[src/rtl/alu_issue_stage.sv]
// alu_issue_stage: operand-fetch/issue stage for the 8-bit combinational alu.
// Accepts {opcode, rd, rs1, rs2} over valid/ready and reads both sources from an
// internal register file. It drives registered operands and the opcode to the alu,
// then writes the alu result back into the register file.
// A side load port can preload any register in any state.
// Optional feature macro: ALU_ISSUE_BYPASS_EN. When it is defined, the stage also
// accepts in WB, and the result being written is forwarded to the new operands.
module alu_issue_stage #(
    parameter int DATA_W = 8,
    parameter int OP_W   = 4,
    parameter int AW     = 3
) (
    input  logic                   clk,
    input  logic                   rst,
    input  logic                   in_valid,
    output logic                   in_ready,
    input  logic [OP_W+3*AW-1:0]   in_instr,
    input  logic                   ld_we,
    input  logic [AW-1:0]          ld_addr,
    input  logic [DATA_W-1:0]      ld_data,
    output logic [DATA_W-1:0]      alu_in1,
    output logic [DATA_W-1:0]      alu_in2,
    output logic [OP_W-1:0]        opcode,
    input  logic [DATA_W-1:0]      alu_out,
    input  logic                   zero,
    output logic                   zero_flag,
    output logic                   busy,
    output logic                   wb_valid,
    output logic [AW-1:0]          wb_addr,
    output logic [DATA_W-1:0]      wb_data
);

    localparam int NREG = 1 << AW;

    typedef enum logic [1:0] {
        IDLE,
        EXEC,
        WB
    } state_t;

    state_t            state;
    logic [DATA_W-1:0] rf [NREG];
    logic [AW-1:0]     rd_q;

    logic [OP_W-1:0]   instr_op;
    logic [AW-1:0]     instr_rd;
    logic [AW-1:0]     instr_rs1;
    logic [AW-1:0]     instr_rs2;
    logic [DATA_W-1:0] src1;
    logic [DATA_W-1:0] src2;
    logic              accept;

    assign {instr_op, instr_rd, instr_rs1, instr_rs2} = in_instr;

`ifdef ALU_ISSUE_BYPASS_EN
    assign in_ready = (state == IDLE) || (state == WB);

    // Source select: the rf still holds the old rd value during WB, so take alu_out instead
    always_comb begin
        src1 = rf[instr_rs1];
        src2 = rf[instr_rs2];
        if (state == WB) begin
            if (instr_rs1 == rd_q) begin
                src1 = alu_out;
            end
            if (instr_rs2 == rd_q) begin
                src2 = alu_out;
            end
        end
    end
`else
    assign in_ready = (state == IDLE);
    assign src1     = rf[instr_rs1];
    assign src2     = rf[instr_rs2];
`endif

    assign accept = in_valid && in_ready;
    assign busy   = (state != IDLE);

    // Register file: load port and writeback; the writeback is assigned last so it wins a same-address clash
    always_ff @(posedge clk) begin
        if (rst) begin
            for (int i = 0; i < NREG; i++) begin
                rf[i] <= '0;
            end
        end else begin
            if (ld_we) begin
                rf[ld_addr] <= ld_data;
            end
            if (state == WB) begin
                rf[rd_q] <= alu_out;
            end
        end
    end

    // Issue FSM with registered alu operands and writeback status
    always_ff @(posedge clk) begin
        if (rst) begin
            state     <= IDLE;
            rd_q      <= '0;
            alu_in1   <= '0;
            alu_in2   <= '0;
            opcode    <= '0;
            zero_flag <= 1'b0;
            wb_valid  <= 1'b0;
            wb_addr   <= '0;
            wb_data   <= '0;
        end else begin
            wb_valid <= 1'b0;
            case (state)
                IDLE: begin
                    if (accept) begin
                        state <= EXEC;
                    end
                end
                EXEC: begin
                    state <= WB;
                end
                WB: begin
                    wb_valid  <= 1'b1;
                    wb_addr   <= rd_q;
                    wb_data   <= alu_out;
                    zero_flag <= zero;
                    state     <= accept ? EXEC : IDLE;
                end
                default: begin
                    state <= IDLE;
                end
            endcase
            if (accept) begin
                rd_q    <= instr_rd;
                alu_in1 <= src1;
                alu_in2 <= src2;
                opcode  <= instr_op;
            end
        end
    end

endmodule
[config.mk]
export PLATFORM = sky130hd
export DESIGN_NAME = alu_issue_stage
export DESIGN_NICKNAME = d
export VERILOG_FILES = /design/src/rtl/alu_issue_stage.sv
export SDC_FILE = /design/constraint.sdc
export NUM_CORES = 1
export LEC_CHECK = 0
export CAP_MARGIN = 20
export CORE_AREA = 2 2 130 132
export CTS_BUF_LIST = sky130_fd_sc_hd__clkbuf_4 sky130_fd_sc_hd__clkbuf_8
export DETAILED_ROUTE_END_ITERATION = 16
export DIE_AREA = 0 0 132 134
export PLACE_DENSITY = 0.51
export SKIP_LAST_GASP = 1
export SYNTH_ARGS = -nofsm -noshare
export SYNTH_HDL_FRONTEND = slang
export SYNTH_SLANG_ARGS = --single-unit
[constraint.sdc]
create_clock -name clk -period 2.55 [get_ports clk]
set_input_delay 0.51 -clock clk [delete_from_list [all_inputs] [get_ports clk]]
set_output_delay 0.51 -clock clk [all_outputs]
set_load 0.05 [all_outputs]
== After elaboration in Yosys (flattened, before gate mapping) ==
Memory sizes are Yosys's and may differ from the RTL's. A register that Yosys moved wholly into a read port is not among the register bits.
Cells that the tools add are included.
W data, S select, Z words.

* Register bits: 22
* Output and inout bits: 35
* RAM bits: 64
* Word-level logic and storage cells: 33
* Input bits: 37
* Memories: 1

* Muxes and demuxes: 17
* Reductions and logical operators: 5
* Equality and inequality tests: 3

{| class="wikitable"
|+ Memories
! name !! depth !! bits a word !! read ports !! clocked after Yosys merged registers in !! wr ports !! line !! RTL
|-
| rf || 8 || 8 || 2 || 2 || 8 || 42 || <nowiki>logic [DATA_W-1:0] rf [NREG];</nowiki>
|}

{| class="wikitable"
|+ Operator list
! cell !! count
|-
| $mux W8 || 2
|-
| $reduce_or A8 Y1 || 2
|-
| $mux W1 || 11
|-
| $mux W3 || 2
|-
| $pmux W2 S3 || 1
|-
| $eq A2 B1 Y1 const B || 1
|-
| $eq A2 B2 Y1 const B || 1
|-
| $logic_not A2 Y1 || 1
|-
| $mux W2 || 1
|-
| $ne A2 B1 Y1 const B || 1
|-
| $reduce_bool A2 Y1 || 1
|-
| $logic_and A1 B1 Y1 || 1
|}

== Longest topological paths before layout ==
* Depth after elaboration: 6
* Gate-level depth with buffers: 5
* Depth with buffers taken out: 3

== Worst setup path after synthesis ==
OpenSTA, ideal clock, no wires.

* Path type: flip-flop to output port
* Start point: register state[0]
* End point: output busy
* Stages on the path, launching flop included: 3
* Data arrival time: 1.511 ns
* Required time: 2.040 ns
* Setup slack: 0.529 ns
* Cell sequence: dfxtp_1 > nor2_1 > inv_1

* Word-level cells in the longest chain between the ends: 1

{| class="wikitable"
|+ Ends and longest elaborated chain
! element !! line !! RTL
|-
| start: declaration || 41 || <nowiki>state_t state;</nowiki>
|-
| start signal: assignment || 124 || <nowiki>state <= accept ? EXEC : IDLE;</nowiki>
|-
| $reduce_bool A2 Y1 || 78 || <nowiki>assign busy = (state != IDLE);</nowiki>
|-
| end: declaration || 27 || <nowiki>output logic busy,</nowiki>
|}

Every way passes these cells.

== Final worst setup path ==
Ends and elaborated chain as after synthesis.

==> results.ini <==
[status]
outcome = completed

[cts]
cts.htree.levels = 3
cts_hold_buffers = 0
cts_setup_buffers = 0
ctsResizeCount = 0
cts_root_buffer = clkbuf_8
clock_latency_ns = 0.39
cts.path.max_buffers = 2
clkTransAtPathRegs_ns = 0.10
cts_sinks = 102
tritoncts = done
cts_buffers = 9

[worst_setup_path]
r2r_cells = 3
crit_type = flip-flop to output pin
slowest_stage = clkdlybuf4s50_1
crit_required_ns = 2.04
start_kind = flip-flop
crit_chain = nor2_1 > inv_1 > clkdlybuf4s50_1
timing.rr.start = state[1]
end_kind = output pin
worstSetupEndpoint = busy
reg2reg_to = rf[1][4]
arrival_ns = 1.85
path_buf_inv = 2
crit_cells = 3
critPathLaunch = state[0]
cp_top_family = buffers and inverters
crit_fanout = 8
rrSetupSlack_ns = 0.62
critPathMaxStageDelay_ns = 0.79

[routing]
wl_met3_um = 967
routed_via_density = 5.62
drt_iter0_drc = 473
drc = 0
top_layer_used = met4
wl_per_cell_um = 21.9
wl_met2_mm = 7.45
ant_nets = 0
drt_wl_total_mm = 17.1
wirelength_met1_mm = 8.08
dr.pass1.iters = 4
vias = 4388

[yosys]
syn-instance-count = 494
netlist_area_um2 = 5590
async_flop_share_pct = 0
ys_types = 35
syn_avg_cell_area_um2 = 11.3
synth_nets = 531
synth_edf_count = 64
ys.flop_type = edfxtp_1
ys_seq_area_share_pct = 48.0
synth_seq_cells = 102
synth-warning-count = 0

[power_and_ir_drop]
ir_drop_mv = 0.258
power_frac_seq_pct = 50.5
leakagePower_nw = 2.83
switching_share_pct = 28.5
p_comb_share_pct = 17.4
clkPwrFrac_pct = 32.2
p_int_mw = 2.69
finalPower_mw = 3.76
switchingPower_mw = 1.07
p_per_area_nw_per_um2 = 551

[run]
drv_cap = 0

[finish]
area_delta_synth_final_pct = 22.2
post-route-util_pct = 41.9
fillCellCount = 1549
drive_above_1_share_pct = 22.3
finalInstanceArea_um2 = 6830
final_nets = 593
final_cells = 781
antenna-diode-count = 0

[die]
rows = 47
design.portCount = 72
start_util_pct = 34.3
dieWidth_um = 132
die_h_um = 134
coreArea_um2 = 16300
die-area_um2 = 17700

[global_routing]
grt_use_total_pct = 19.6
grt_pass1_wl_mm = 26.1
grt_max_degree = 33
grt_pass1_vias = 4348
antenna_found_initial = 0
overflow = 0

[placed_design]
routabilityCongestion = 0.864
io_buffers = 71
dpl_cell_area_um2 = 6590
dp_slack_ns = 0.0495
dp_cells = 765
hpwlAfterDp_mm = 12.5

[sta]
finalCriticalPeriod_ns = 2.36
hold_viol = 0
rsz0062_at_grt = false
finalSetupViolCount = 0
worstMarginPinSlew_ns = 0.827
slew_headroom_pct = 44.8
period_share_pct = 92.5
fmax_mhz = 424
finalSetupTns_ns = 0
setup_ws_ns = 0.191
fin_hold_ws_ns = 0.462
finalMaxSlewViolations = 0
final.setup_skew_ns = 0.0167

[hold_path]
holdCritPathClass = flip-flop to flip-flop

[area by class of cell]
cell class | count | area [µm²] | area share, %
clock buffers | 10 | 138 | 2.02
flip-flops and latches | 102 | 2680 | 39.3
repair buffers | 100 | 968 | 14.2
multi-input cells | 341 | 2650 | 38.9
inverters | 2 | 12.5 | 0.183
well taps | 220 | 275 | 4.03
clock inverters | 6 | 100 | 1.47
[kinds of logic after synthesis]
group | count (synthesis) | synth area share, %
flip-flops | 102 | 48.0
AO/OA/AOI/OAI | 132 | 19.5
buffers and inverters | 51 | 4.56
AND/OR/NAND/NOR | 138 | 15.2
multiplexers | 71 | 12.7
[placed cells by master, fill, tap and decap left out, types with 2 or more instances in the layout]
cell	count
a211o_1	8
a21oi_1	12
a22oi_1	32
a31o_1	7
a31o_2	57
a32o_1	16
and2_1	3
and3_1	64
buf_12	4
buf_2	2
buf_4	25
bufinv_16	2
clkbuf_8	10
clkdlybuf4s50_1	69
dfxtp_1	38
edfxtp_1	64
inv_6	2
inv_8	2
mux2i_1	71
nand2_1	25
nand2_2	8
nand2b_1	2
nor2_1	12
nor2_2	4
nor2b_1	7
nor3_2	2
nor3_4	2
nor3b_1	2
[power by group through the flow]
| stage | Combinational [mW] | Clock (mW) | Sequential (mW) |
|---|---|---|---|
| final | 0.653 | 1.21 | 1.90 |
| after global placement | 0.644 | 0 | 1.93 |
| after floorplan | 0.299 | 0 | 2.01 |
| after global routing | 0.688 | 1.29 | 1.91 |
| after detailed placement | 0.648 | 0 | 1.94 |
| after CTS | 0.651 | 1.24 | 1.90 |
[metal layers]
metal	GRT usage [%]	vias to the layer above
met2	30.0	177
met5	0	-
li1	-	2060
met1	27.0	2118
met4	8.88	0
met3	3.59	33
[registers in the layout, summed over array words and instances (netlist names)]
name	cells
zero_flag	1
opcode	4
wb_addr	3
wb_valid	1
alu_in2	8
state	2
rd_q	3
rf	64
wb_data	8
alu_in1	8
[tightest hold or removal path: stages, from the launching register on]
cell     delay (ns)
dfxtp_1        0.32
nand2_1        0.05
a21oi_1        0.05
[worst min-delay path by stage]
stage | to | start | slack [ns] | cells after the start
2_1_floorplan | wb_addr[2] | rd_q[2] | 0.47 | 2
3_3_place_gp | wb_data[7] | wb_data[7] | 0.45 | 2
3_5_place_dp | wb_data[0] | wb_data[0] | 0.45 | 2
4_1_cts | wb_data[0] | wb_data[0] | 0.46 | 2
5_1_grt | wb_addr[0] | wb_addr[0] | 0.49 | 2
6_report | wb_data[0] | wb_data[0] | 0.46 | 2
[synth_stat cells, types with 2 or more instances]
library cell  count  area share [%]
a211o_1           8             1.3
a21oi_1          12             1.1
a22oi_1          32             4.3
a31o_1            7             1.1
a31o_2           57             8.9
a32o_1           16             2.9
and2_1            3            0.34
and3_1           64             7.2
buf_1            14            0.94
buf_2             8            0.72
buf_4             8             1.1
clkbuf_1         17             1.1
dfxtp_1          38              14
edfxtp_1         64              34
mux2i_1          71              13
nand2_1          25             1.7
nand2_2           8            0.90
nand2b_1          2            0.22
nor2_1           12            0.81
nor2_2            4            0.45
nor2b_1           7            0.78
nor3_2            2            0.36
nor3_4            2            0.58
nor3b_1           2            0.27
(Power assumes the default switching activity.)
